### src/rtl/mem_access_unit_if.sv
// Request/response and Avalon-MM style bus bundle for the CPU memory access unit.
// master: the access unit itself; slave: control unit plus memory side.
interface mem_access_unit_if;
  logic        req_valid;
  logic        req_write;
  logic [1:0]  req_size;
  logic        req_signed;
  logic [31:0] req_addr;
  logic [31:0] req_wdata;
  logic        waitrequest;
  logic [31:0] readdata;
  logic [31:0] address;
  logic        read;
  logic        write;
  logic [3:0]  byteenable;
  logic [31:0] writedata;
  logic        busy;
  logic        resp_valid;
  logic        resp_err;
  logic [31:0] resp_word;
  logic [31:0] resp_data;

  modport master (
    input  req_valid, req_write, req_size, req_signed, req_addr, req_wdata,
    input  waitrequest, readdata,
    output address, read, write, byteenable, writedata,
    output busy, resp_valid, resp_err, resp_word, resp_data
  );

  modport slave (
    output req_valid, req_write, req_size, req_signed, req_addr, req_wdata,
    output waitrequest, readdata,
    input  address, read, write, byteenable, writedata,
    input  busy, resp_valid, resp_err, resp_word, resp_data
  );
endinterface

### src/rtl/mem_access_unit.sv
// Memory-side bus master of the multicycle CPU: one fetch/load/store per request,
// lane steering for stores, size/sign extraction for loads, optional stall timeout.
module mem_access_unit #(
  parameter int unsigned WAIT_LIMIT = 0
) (
  input logic               clk,
  input logic               reset,
  mem_access_unit_if.master bus
);

  localparam logic [1:0] ST_IDLE = 2'd0;
  localparam logic [1:0] ST_BUS  = 2'd1;
  localparam logic [1:0] ST_RESP = 2'd2;

  logic [1:0]  r_state;
  logic [1:0]  r_lo;
  logic [1:0]  r_size;
  logic        r_signed;
  logic        r_is_write;
  logic [31:0] r_stall_cnt;

  logic        r_read;
  logic        r_write;
  logic [31:0] r_address;
  logic [3:0]  r_byteenable;
  logic [31:0] r_writedata;
  logic        r_busy;
  logic        r_resp_valid;
  logic        r_resp_err;
  logic [31:0] r_resp_word;
  logic [31:0] r_resp_data;

  logic        w_misaligned;
  logic [3:0]  w_byteenable;
  logic [31:0] w_writedata;
  logic [7:0]  w_lane_byte;
  logic [15:0] w_lane_half;
  logic [31:0] w_load_data;
  logic        w_stall_last;

  // Size 3 falls into the word arms below.
  assign w_misaligned = ((bus.req_size == 2'd1) && bus.req_addr[0]) ||
                        (bus.req_size[1] && (bus.req_addr[1:0] != 2'b00));

  always_comb begin
    w_byteenable = 4'b1111;
    case (bus.req_size)
      2'd0:    w_byteenable = 4'b0001 << bus.req_addr[1:0];
      2'd1:    w_byteenable = bus.req_addr[1] ? 4'b1100 : 4'b0011;
      default: w_byteenable = 4'b1111;
    endcase
  end

  assign w_writedata = bus.req_wdata << {bus.req_addr[1:0], 3'b000};

  always_comb begin
    w_lane_byte = bus.readdata[7:0];
    case (r_lo)
      2'd0:    w_lane_byte = bus.readdata[7:0];
      2'd1:    w_lane_byte = bus.readdata[15:8];
      2'd2:    w_lane_byte = bus.readdata[23:16];
      default: w_lane_byte = bus.readdata[31:24];
    endcase
  end

  assign w_lane_half = r_lo[1] ? bus.readdata[31:16] : bus.readdata[15:0];

  always_comb begin
    w_load_data = bus.readdata;
    case (r_size)
      2'd0:    w_load_data = {{24{r_signed & w_lane_byte[7]}}, w_lane_byte};
      2'd1:    w_load_data = {{16{r_signed & w_lane_half[15]}}, w_lane_half};
      default: w_load_data = bus.readdata;
    endcase
  end

  // The current stalled cycle is the WAIT_LIMIT-th one in a row.
  assign w_stall_last = (WAIT_LIMIT != 0) && (r_stall_cnt == (32'(WAIT_LIMIT) - 32'd1));

  always_ff @(posedge clk) begin
    if (reset) begin
      r_state      <= ST_IDLE;
      r_lo         <= 2'b00;
      r_size       <= 2'b00;
      r_signed     <= 1'b0;
      r_is_write   <= 1'b0;
      r_stall_cnt  <= 32'd0;
      r_read       <= 1'b0;
      r_write      <= 1'b0;
      r_address    <= 32'd0;
      r_byteenable <= 4'd0;
      r_writedata  <= 32'd0;
      r_busy       <= 1'b0;
      r_resp_valid <= 1'b0;
      r_resp_err   <= 1'b0;
      r_resp_word  <= 32'd0;
      r_resp_data  <= 32'd0;
    end else begin
      r_resp_valid <= 1'b0;
      r_resp_err   <= 1'b0;
      case (r_state)
        ST_IDLE: begin
          if (bus.req_valid) begin
            r_lo       <= bus.req_addr[1:0];
            r_size     <= bus.req_size;
            r_signed   <= bus.req_signed;
            r_is_write <= bus.req_write;
            r_busy     <= 1'b1;
            if (w_misaligned) begin
              r_state      <= ST_RESP;
              r_resp_valid <= 1'b1;
              r_resp_err   <= 1'b1;
              r_resp_word  <= 32'd0;
              r_resp_data  <= 32'd0;
            end else begin
              r_state      <= ST_BUS;
              r_read       <= ~bus.req_write;
              r_write      <= bus.req_write;
              r_address    <= {bus.req_addr[31:2], 2'b00};
              r_byteenable <= w_byteenable;
              r_writedata  <= w_writedata;
              r_stall_cnt  <= 32'd0;
            end
          end
        end
        ST_BUS: begin
          if (!bus.waitrequest) begin
            r_read       <= 1'b0;
            r_write      <= 1'b0;
            r_state      <= ST_RESP;
            r_resp_valid <= 1'b1;
            r_resp_word  <= r_is_write ? 32'd0 : bus.readdata;
            r_resp_data  <= r_is_write ? 32'd0 : w_load_data;
          end else if (w_stall_last) begin
            r_read       <= 1'b0;
            r_write      <= 1'b0;
            r_state      <= ST_RESP;
            r_resp_valid <= 1'b1;
            r_resp_err   <= 1'b1;
            r_resp_word  <= 32'd0;
            r_resp_data  <= 32'd0;
          end else begin
            r_stall_cnt <= r_stall_cnt + 32'd1;
          end
        end
        ST_RESP: begin
          // Any request seen here is dropped, not queued.
          r_state <= ST_IDLE;
          r_busy  <= 1'b0;
        end
        default: begin
          r_state <= ST_IDLE;
          r_busy  <= 1'b0;
          r_read  <= 1'b0;
          r_write <= 1'b0;
        end
      endcase
    end
  end

  assign bus.address    = r_address;
  assign bus.read       = r_read;
  assign bus.write      = r_write;
  assign bus.byteenable = r_byteenable;
  assign bus.writedata  = r_writedata;
  assign bus.busy       = r_busy;
  assign bus.resp_valid = r_resp_valid;
  assign bus.resp_err   = r_resp_err;
  assign bus.resp_word  = r_resp_word;
  assign bus.resp_data  = r_resp_data;

  a_no_rw_overlap: assert property (@(posedge clk) disable iff (reset) !(r_read && r_write));
  a_strobe_stable: assert property (@(posedge clk) disable iff (reset)
    ((r_read || r_write) && bus.waitrequest && !w_stall_last) |=>
      ($stable(r_address) && $stable(r_byteenable) && $stable(r_writedata)));

endmodule

### src/flat_wrapper.sv
// flat-port wrapper written by rule: the top's interface ports become plain ports
module mem_access_unit_flat 
#(
  parameter int unsigned WAIT_LIMIT = 0
)
  (clk, reset, bus_req_valid, bus_req_write, bus_req_size, bus_req_signed, bus_req_addr, bus_req_wdata, bus_waitrequest, bus_readdata, bus_address, bus_read, bus_write, bus_byteenable, bus_writedata, bus_busy, bus_resp_valid, bus_resp_err, bus_resp_word, bus_resp_data);
  mem_access_unit_if bus_i ();
  input logic clk;
  input logic reset;
  input wire logic [$bits(bus_i.req_valid)-1:0] bus_req_valid;
  input wire logic [$bits(bus_i.req_write)-1:0] bus_req_write;
  input wire logic [$bits(bus_i.req_size)-1:0] bus_req_size;
  input wire logic [$bits(bus_i.req_signed)-1:0] bus_req_signed;
  input wire logic [$bits(bus_i.req_addr)-1:0] bus_req_addr;
  input wire logic [$bits(bus_i.req_wdata)-1:0] bus_req_wdata;
  input wire logic [$bits(bus_i.waitrequest)-1:0] bus_waitrequest;
  input wire logic [$bits(bus_i.readdata)-1:0] bus_readdata;
  output wire logic [$bits(bus_i.address)-1:0] bus_address;
  output wire logic [$bits(bus_i.read)-1:0] bus_read;
  output wire logic [$bits(bus_i.write)-1:0] bus_write;
  output wire logic [$bits(bus_i.byteenable)-1:0] bus_byteenable;
  output wire logic [$bits(bus_i.writedata)-1:0] bus_writedata;
  output wire logic [$bits(bus_i.busy)-1:0] bus_busy;
  output wire logic [$bits(bus_i.resp_valid)-1:0] bus_resp_valid;
  output wire logic [$bits(bus_i.resp_err)-1:0] bus_resp_err;
  output wire logic [$bits(bus_i.resp_word)-1:0] bus_resp_word;
  output wire logic [$bits(bus_i.resp_data)-1:0] bus_resp_data;
  assign bus_i.req_valid = bus_req_valid;
  assign bus_i.req_write = bus_req_write;
  assign bus_i.req_size = bus_req_size;
  assign bus_i.req_signed = bus_req_signed;
  assign bus_i.req_addr = bus_req_addr;
  assign bus_i.req_wdata = bus_req_wdata;
  assign bus_i.waitrequest = bus_waitrequest;
  assign bus_i.readdata = bus_readdata;
  assign bus_address = bus_i.address;
  assign bus_read = bus_i.read;
  assign bus_write = bus_i.write;
  assign bus_byteenable = bus_i.byteenable;
  assign bus_writedata = bus_i.writedata;
  assign bus_busy = bus_i.busy;
  assign bus_resp_valid = bus_i.resp_valid;
  assign bus_resp_err = bus_i.resp_err;
  assign bus_resp_word = bus_i.resp_word;
  assign bus_resp_data = bus_i.resp_data;
  mem_access_unit #(.WAIT_LIMIT(WAIT_LIMIT)) u_core (.clk(clk), .reset(reset), .bus(bus_i));
endmodule
### config.mk
export PLATFORM = sky130hd
export DESIGN_NAME = mem_access_unit_flat
export DESIGN_NICKNAME = d
export VERILOG_FILES = /design/src/rtl/mem_access_unit_if.sv /design/src/rtl/mem_access_unit.sv /design/src/flat_wrapper.sv
export SDC_FILE = /design/constraint.sdc
export NUM_CORES = 1
export LEC_CHECK = 0
export ABC_AREA = 0
export BUFFER_PORTS_ARGS = -buffer_cell sky130_fd_sc_hd__buf_2
export CAP_MARGIN = 30
export CORE_MARGIN = 2
export CORE_UTILIZATION = 30
export CTS_BUF_LIST = sky130_fd_sc_hd__clkbuf_8
export CTS_CLUSTER_DIAMETER = 80
export CTS_CLUSTER_SIZE = 20
export DETAILED_ROUTE_END_ITERATION = 7
export PLACE_DENSITY = 0.62
export SKIP_LAST_GASP = 1
export SYNTH_ARGS = -nofsm -noshare
export SYNTH_HDL_FRONTEND = slang
export SYNTH_SLANG_ARGS = --single-unit
### constraint.sdc
create_clock -name clk -period 1.7 [get_ports clk]
set_input_delay 0.17 -clock clk [delete_from_list [all_inputs] [get_ports clk]]
set_output_delay 0.17 -clock clk [all_outputs]
set_load 0.03 [all_outputs]
Word level (Yosys, flattened, before mapping)

Index checks and enable logic that the tools add are counted.

Bits in writable memories: 0
Latch bits: 0
Register bits: 143
Bits in read-only memories: 0
Output and inout port bits: 137
Memories kept: 0

$mul: 0
Reductions and logical operators: 16
Mux-type cells: 30
Magnitude comparators: 0
Div/mod/pow operators: 0
Add/subtract/negate cells: 0
Shift-type cells: 2
Bitwise logic cells: 7
Equal/unequal tests: 10

Operators by type and width:

| kind                  | number |
|---|---|
| $mux W32              | 6 |
| $pmux W32 S2          | 3 |
| $shl A32 B5 Y32       | 1 |
| $pmux W8 S3           | 1 |
| $mux W16              | 1 |
| $mux W1               | 9 |
| $eq A2 B1 Y1 const B  | 4 |
| $logic_not A2 Y1      | 4 |
| $pmux W4 S2           | 1 |
| $reduce_and A4 Y1     | 2 |
| $mux W2               | 3 |
| $ne A2 B2 Y1 const B  | 3 |
| $pmux W1 S3           | 2 |
| $reduce_and A2 Y1     | 3 |
| $not A1 Y1            | 5 |
| $eq A2 B2 Y1 const B  | 2 |
| $mux W4               | 1 |
| $pmux W1 S2           | 2 |
| $pmux W2 S2           | 1 |
| $reduce_bool A2 Y1    | 2 |
| $shl A1 B2 Y4 const A | 1 |
| $reduce_and A3 Y1     | 1 |
| $and A1 B1 Y1         | 2 |
| $logic_and A1 B1 Y1   | 2 |
| other kinds (3)       | 3 |

Depth between registers and ports, before layout

Depth in word-level cells: 7
Depth in mapped cells: 7

Worst setup path after synthesis

Ideal clock, no wire load.

Kind: reg2reg
Start: register u_core.r_lo[0]
End: register u_core.r_resp_data[22] (netlist: u_core.bus.resp_data[22])
Slack: 0.201 ns
Stages on the path, launching flop included: 6
Arrival: 1.380 ns
Cells stage by stage: dfxtp_1 mux2i_1 o32ai_4 o21ai_2 buf_2 o2bb2ai_1

Longest elaborated chain between the ends: 7
Elaborated cells on any way between the ends: 9
Those cells by class: 2 x eq/ne; 5 x mux; 1 x bitwise; 1 x reduce/logical

RTL lines:

| element                                    | RTL line               | source |
|---|---|---|
| start, declared                            | mem_access_unit.sv:16  | `logic [1:0] r_lo;` |
| start signal, assigned                     | mem_access_unit.sv:104 | `r_lo <= bus.req_addr[1:0];` |
| $eq A2 B2 Y1, or another cell as far along | mem_access_unit.sv:58  | `case (r_lo)` |
| $pmux W8 S3 (*)                            | mem_access_unit.sv:58  |  |
| $and A1 B1 Y1 (*)                          | mem_access_unit.sv:71  | `2'd0: w_load_data = {{24{r_signed & w_lane_byte[7]}}, w_lane_byte};` |
| $pmux W32 S2 (*)                           | mem_access_unit.sv:70  | `case (r_size)` |
| $mux W32 (*)                               | mem_access_unit.sv:133 | `r_resp_data <= r_is_write ? 32'd0 : w_load_data;` |
| $mux W32 (*)                               | mem_access_unit.sv:127 | `if (!bus.waitrequest) begin` |
| $pmux W32 S2 (*)                           | mem_access_unit.sv:101 | `case (r_state)` |
| end signal, assigned                       | mem_access_unit.sv:133 |  |
| end, declared                              | mem_access_unit.sv:31  | `logic [31:0] r_resp_data;` |

Every way passes the cells marked *; elsewhere a longest branch is shown, timed or not. The select of a mux whose other input is x is not followed.
A chain may end at the register's enable or synchronous reset.

Worst setup path after layout

Start: register u_core.r_state[0]
End: register u_core.r_writedata[11] (netlist: u_core.bus.writedata[11])

Longest elaborated chain between the ends: 2

RTL lines:

| element                            | RTL line               | source |
|---|---|---|
| start, declared                    | mem_access_unit.sv:15  | `logic [1:0] r_state;` |
| start signal, assigned             | mem_access_unit.sv:82  | `r_state <= ST_IDLE;` |
| start signal, assigned             | mem_access_unit.sv:110 | `r_state <= ST_RESP;` |
| start signal, assigned             | mem_access_unit.sv:116 | `r_state <= ST_BUS;` |
| $logic_not A2 Y1                   | mem_access_unit.sv:101 |  |
| $reduce_and A3 Y1 (no source line) | n/a                    |  |
| end signal, assigned               | mem_access_unit.sv:121 | `r_writedata <= w_writedata;` |
| end, declared                      | mem_access_unit.sv:26  | `logic [31:0] r_writedata;` |

Every way passes these cells.

==> flow_metrics.py <==
metrics = {
    "clock_network": {
        "cts_tree": "built",
        "path_clk_slew_ns": 0.09,
        "cts_buffers": 17,
        "htree_levels": 4,
        "insertion_delay_ns": 0.45,
        "cts_root_buffer": "clkbuf_8",
        "clock_path_buffers": 2,
        "cts_sinks": 143,
    },
    "setup_path": {
        "cp_top_family": "simple AND/OR/NAND/NOR gates",
        "slowest_stage": "or3_1",
        "cp.required_ns": 2.06,
        "rrSetupSlack_ns": 0.07,
        "rr_endpoint": "u_core.bus.writedata[11]$_SDFFE_PP0P_",
        "cp.buffers_inverters": 1,
        "cp_max_fo": 17,
        "crit_chain": "nor3b_4, buf_4, o21ai_4, or3_1, a21oi_1",
        "r2r_start": "u_core.r_state[0]$_SDFFE_PP0P_",
        "critPathLaunchType": "flop",
        "critPathArrivalTime_ns": 2.00,
        "cpPeakStageDelay_ns": 0.41,
        "r2r_cells": 5,
        "worstSetupPathType": "reg2reg",
        "critPathCaptureType": "flop",
    },
    "synthesis": {
        "netlist_area_um2": 6041,
        "yosysSeqAreaShare": 0.4739,
        "yosys_register_bits": 143,
        "ys_top_cells_by_area": "dfxtp_1 (47%), a21oi_1 (10%), nand2_1 (8.9%)",
        "synth_top_cell_by_area": "dfxtp_1",
        "yosys_warnings": 0,
        "synth_edf_count": 0,
        "synth_top_flop_cell": "dfxtp_1",
        "async_reset_ff_frac": 0,
        "synth_cell_types": 39,
        "synth.most_common_cell": "nand2_1",
        "syn_inst": 733,
        "yosys-top-cells-count": "nand2_1 (144), dfxtp_1 (143), a21oi_1 (123)",
        "syn_avg_cell_area_um2": 8.241,
        "yosys.area.top_type_share": 0.4739,
    },
    "grt": {
        "grt_max_degree": 66,
        "grtUsageMet2": 0.2976,
        "top_usage_layer": "met2",
        "grt_util_all_layers": 0.1919,
        "grt_pass1_wl_mm": 32.97,
        "overflow": 0,
        "grt_use_met1": 0.2560,
        "grt_pass1_vias": 6114,
        "use_met3": 0.05266,
        "antenna_found_initial": 0,
    },
    "detailed_routing": {
        "vias_per_cell": 4.869,
        "drt-total-wl_mm": 21.15,
        "wl_per_cell_um": 16.21,
        "drtIter0Drc": 344,
        "vias": 6354,
        "ant_nets": 0,
        "drc": 0,
        "dr.pass1.iters": 4,
    },
    "timing": {
        "setup_violations": 0,
        "layout_min_cycle_time_ns": 1.633,
        "maxSlewHeadroom": 0.4525,
        "max_slew.worst_pin.slew_ns": 0.8212,
        "rsz0062_at_grt": "true",
        "finClkSkew_ns": 0.01599,
        "finalCritPeriodShare": 0.9605,
        "max_freq_ghz": 0.6124,
        "hold_viol": 0,
        "drv_slew": 0,
        "whs_ns": 0.02968,
    },
    "floorplan": {
        "die_x_um": 145.9,
        "initial_core_util": 0.3084,
        "io_pins": 241,
        "core.rowCount": 51,
        "die_area_um2": 21290,
        "die_height_um": 145.9,
        "core-area_um2": 19590,
    },
    "min_path": {
        "worstHoldPathCells": 3,
        "min_path_type": "in2reg",
        "hp-start": "bus_readdata[27]",
        "whs_endpoint": "u_core.bus.resp_word[27]$_SDFFE_PP0P_",
    },
    "placed_design": {
        "port-buffer-count": 238,
        "place_inst": 1211,
        "gp_congestion": 0.8868,
        "hpwlAfterDp_mm": 14.71,
        "placed_area_um2": 7650,
    },
    "layout": {
        "n_fill_cell": 1952,
        "nets": 1131,
        "area_delta_synth_final_pct": 42.98,
        "stdcell_count": 1305,
        "drive_above_1_share": 0.3163,
        "fin_area_um2": 8637,
        "insertedDiodeCount": 0,
    },
    "power": {
        "leakage_uw": 0.003708,
        "p_total_uw": 7655,
        "ir_drop_mv": 0.4596,
        "cellPowerDensity_nw_per_um2": 886.3,
    },
    "job": {
        "maxCapViolCount": 0,
    },
    "status": {
        "outcome": "finished clean",
    },
}
-- report_power, final --
group	internal (uW)	switching (uW)
Sequential	3490	77.3
Combinational	593	980
Clock	1050	1470
-- worst register-to-register path, cell delays in order (launching register included) --
cell and delay, ns:
dfxtp_1 0.40, nor3b_4 0.24, buf_4 0.18, o21ai_4 0.15, or3_1 0.41, a21oi_1 0.18
-- state kept, by name, summed over array words and instances, names as in the netlist, 2 cells and up --
name	count
u_core.bus.address	30
u_core.bus.byteenable	4
u_core.bus.resp_data	32
u_core.bus.resp_word	32
u_core.bus.writedata	32
u_core.r_lo	2
u_core.r_size	2
u_core.r_state	2
-- cells in the final DEF (no fill, tap or decap), types with 3 or more instances in the layout --
cell type      synthesis  layout
or3_1                 10      10
nand2_1              144     144
buf_2                 26     237
inv_6                  0       6
a211oi_1              15      15
mux2i_1               26      26
nand2b_1               4       4
nor3b_1                5       5
a21oi_1              123     123
clkbuf_8               0      17
buf_4                  2      39
dlygate4sd3_1          0      59
o2111ai_1              4       4
clkinvlp_4             0       3
a221o_1                3       3
dfxtp_1              143     142
buf_12                 0       4
nor2_1                26      26
nor3_1                14      13
nand3_1               12      12
o2bb2ai_1             23      23
nor2b_1               10       9
o21ai_0               56      56
o211ai_1              12      12
mux2_2                 8       8
inv_1                  8       9
-- worst max path at each step --
stage,startpoint,end,slack [ns],cells after the start
floorplan,u_core.r_lo[0]$_SDFFE_PP0P_,u_core.bus.resp_data[22]$_SDFFE_PP0P_,0.20,5
global placement,u_core.r_size[1]$_SDFFE_PP0P_,u_core.bus.resp_data[21]$_SDFFE_PP0P_,-0.07,4
detailed placement,bus_req_addr[0],u_core.bus.address[11]$_SDFFE_PP0P_,-0.06,6
CTS,u_core.r_state[0]$_SDFFE_PP0P_,u_core.bus.writedata[11]$_SDFFE_PP0P_,0.003,4
global route,u_core.r_state[0]$_SDFFE_PP0P_,u_core.bus.writedata[17]$_SDFFE_PP0P_,-0.02,6
finish,u_core.r_state[0]$_SDFFE_PP0P_,u_core.bus.writedata[11]$_SDFFE_PP0P_,0.07,5
-- cells by family after synthesis --
group,count (synthesis),share of synthesized area
and+or+nand+nor,229,0.1647
other,1,0.0006208
buffers and inverters,75,0.05323
muxes,34,0.05800
DFF,143,0.4739
AOI/OAI and AO/OA,251,0.2496
-- cell type report --
class,count,area [um^2],area share
Clock buffer,17,234.0,0.02709
Clock inverter,15,123.9,0.01434
Inverter,8,30.03,0.003477
Multi-Input combinational cell,517,2893,0.3349
Sequential cell,143,2864,0.3316
Tap cell,265,331.6,0.03839
Timing Repair Buffer,340,2161,0.2502
-- per-layer routing --
metal / share of wire / vias up
met1: 0.45 / 2916
met5: 0 / -
met4: 0.025 / 0
met2: 0.45 / 242
met3: 0.073 / 38
li1: - / 3158
-- metrics by stage --
stage	worst slack [ns]	setup TNS [ns]	utilization
2_1_floorplan	0.2010	0	-
3_3_place_gp	-0.06875	-0.7080	0.3901
3_5_place_dp	-0.05743	-1.505	0.3905
4_1_cts	0.002866	0	0.4397
5_1_grt	-0.02039	-0.03539	0.4409
6_report	0.06707	0	0.4409
-- timing repair --
item / 4_1_cts / 5_1_grt
endpoints found under the hold margin: 60 / 0
pin swaps: 0 / 1
endpoints found under the setup margin: 18 / 51
setup buffers: 0 / 2
cloned: 1 / 0
hold buffers: 59 / 0
resized for setup: 1 / 3
No activity file was read; power rests on OpenSTA's default activity.
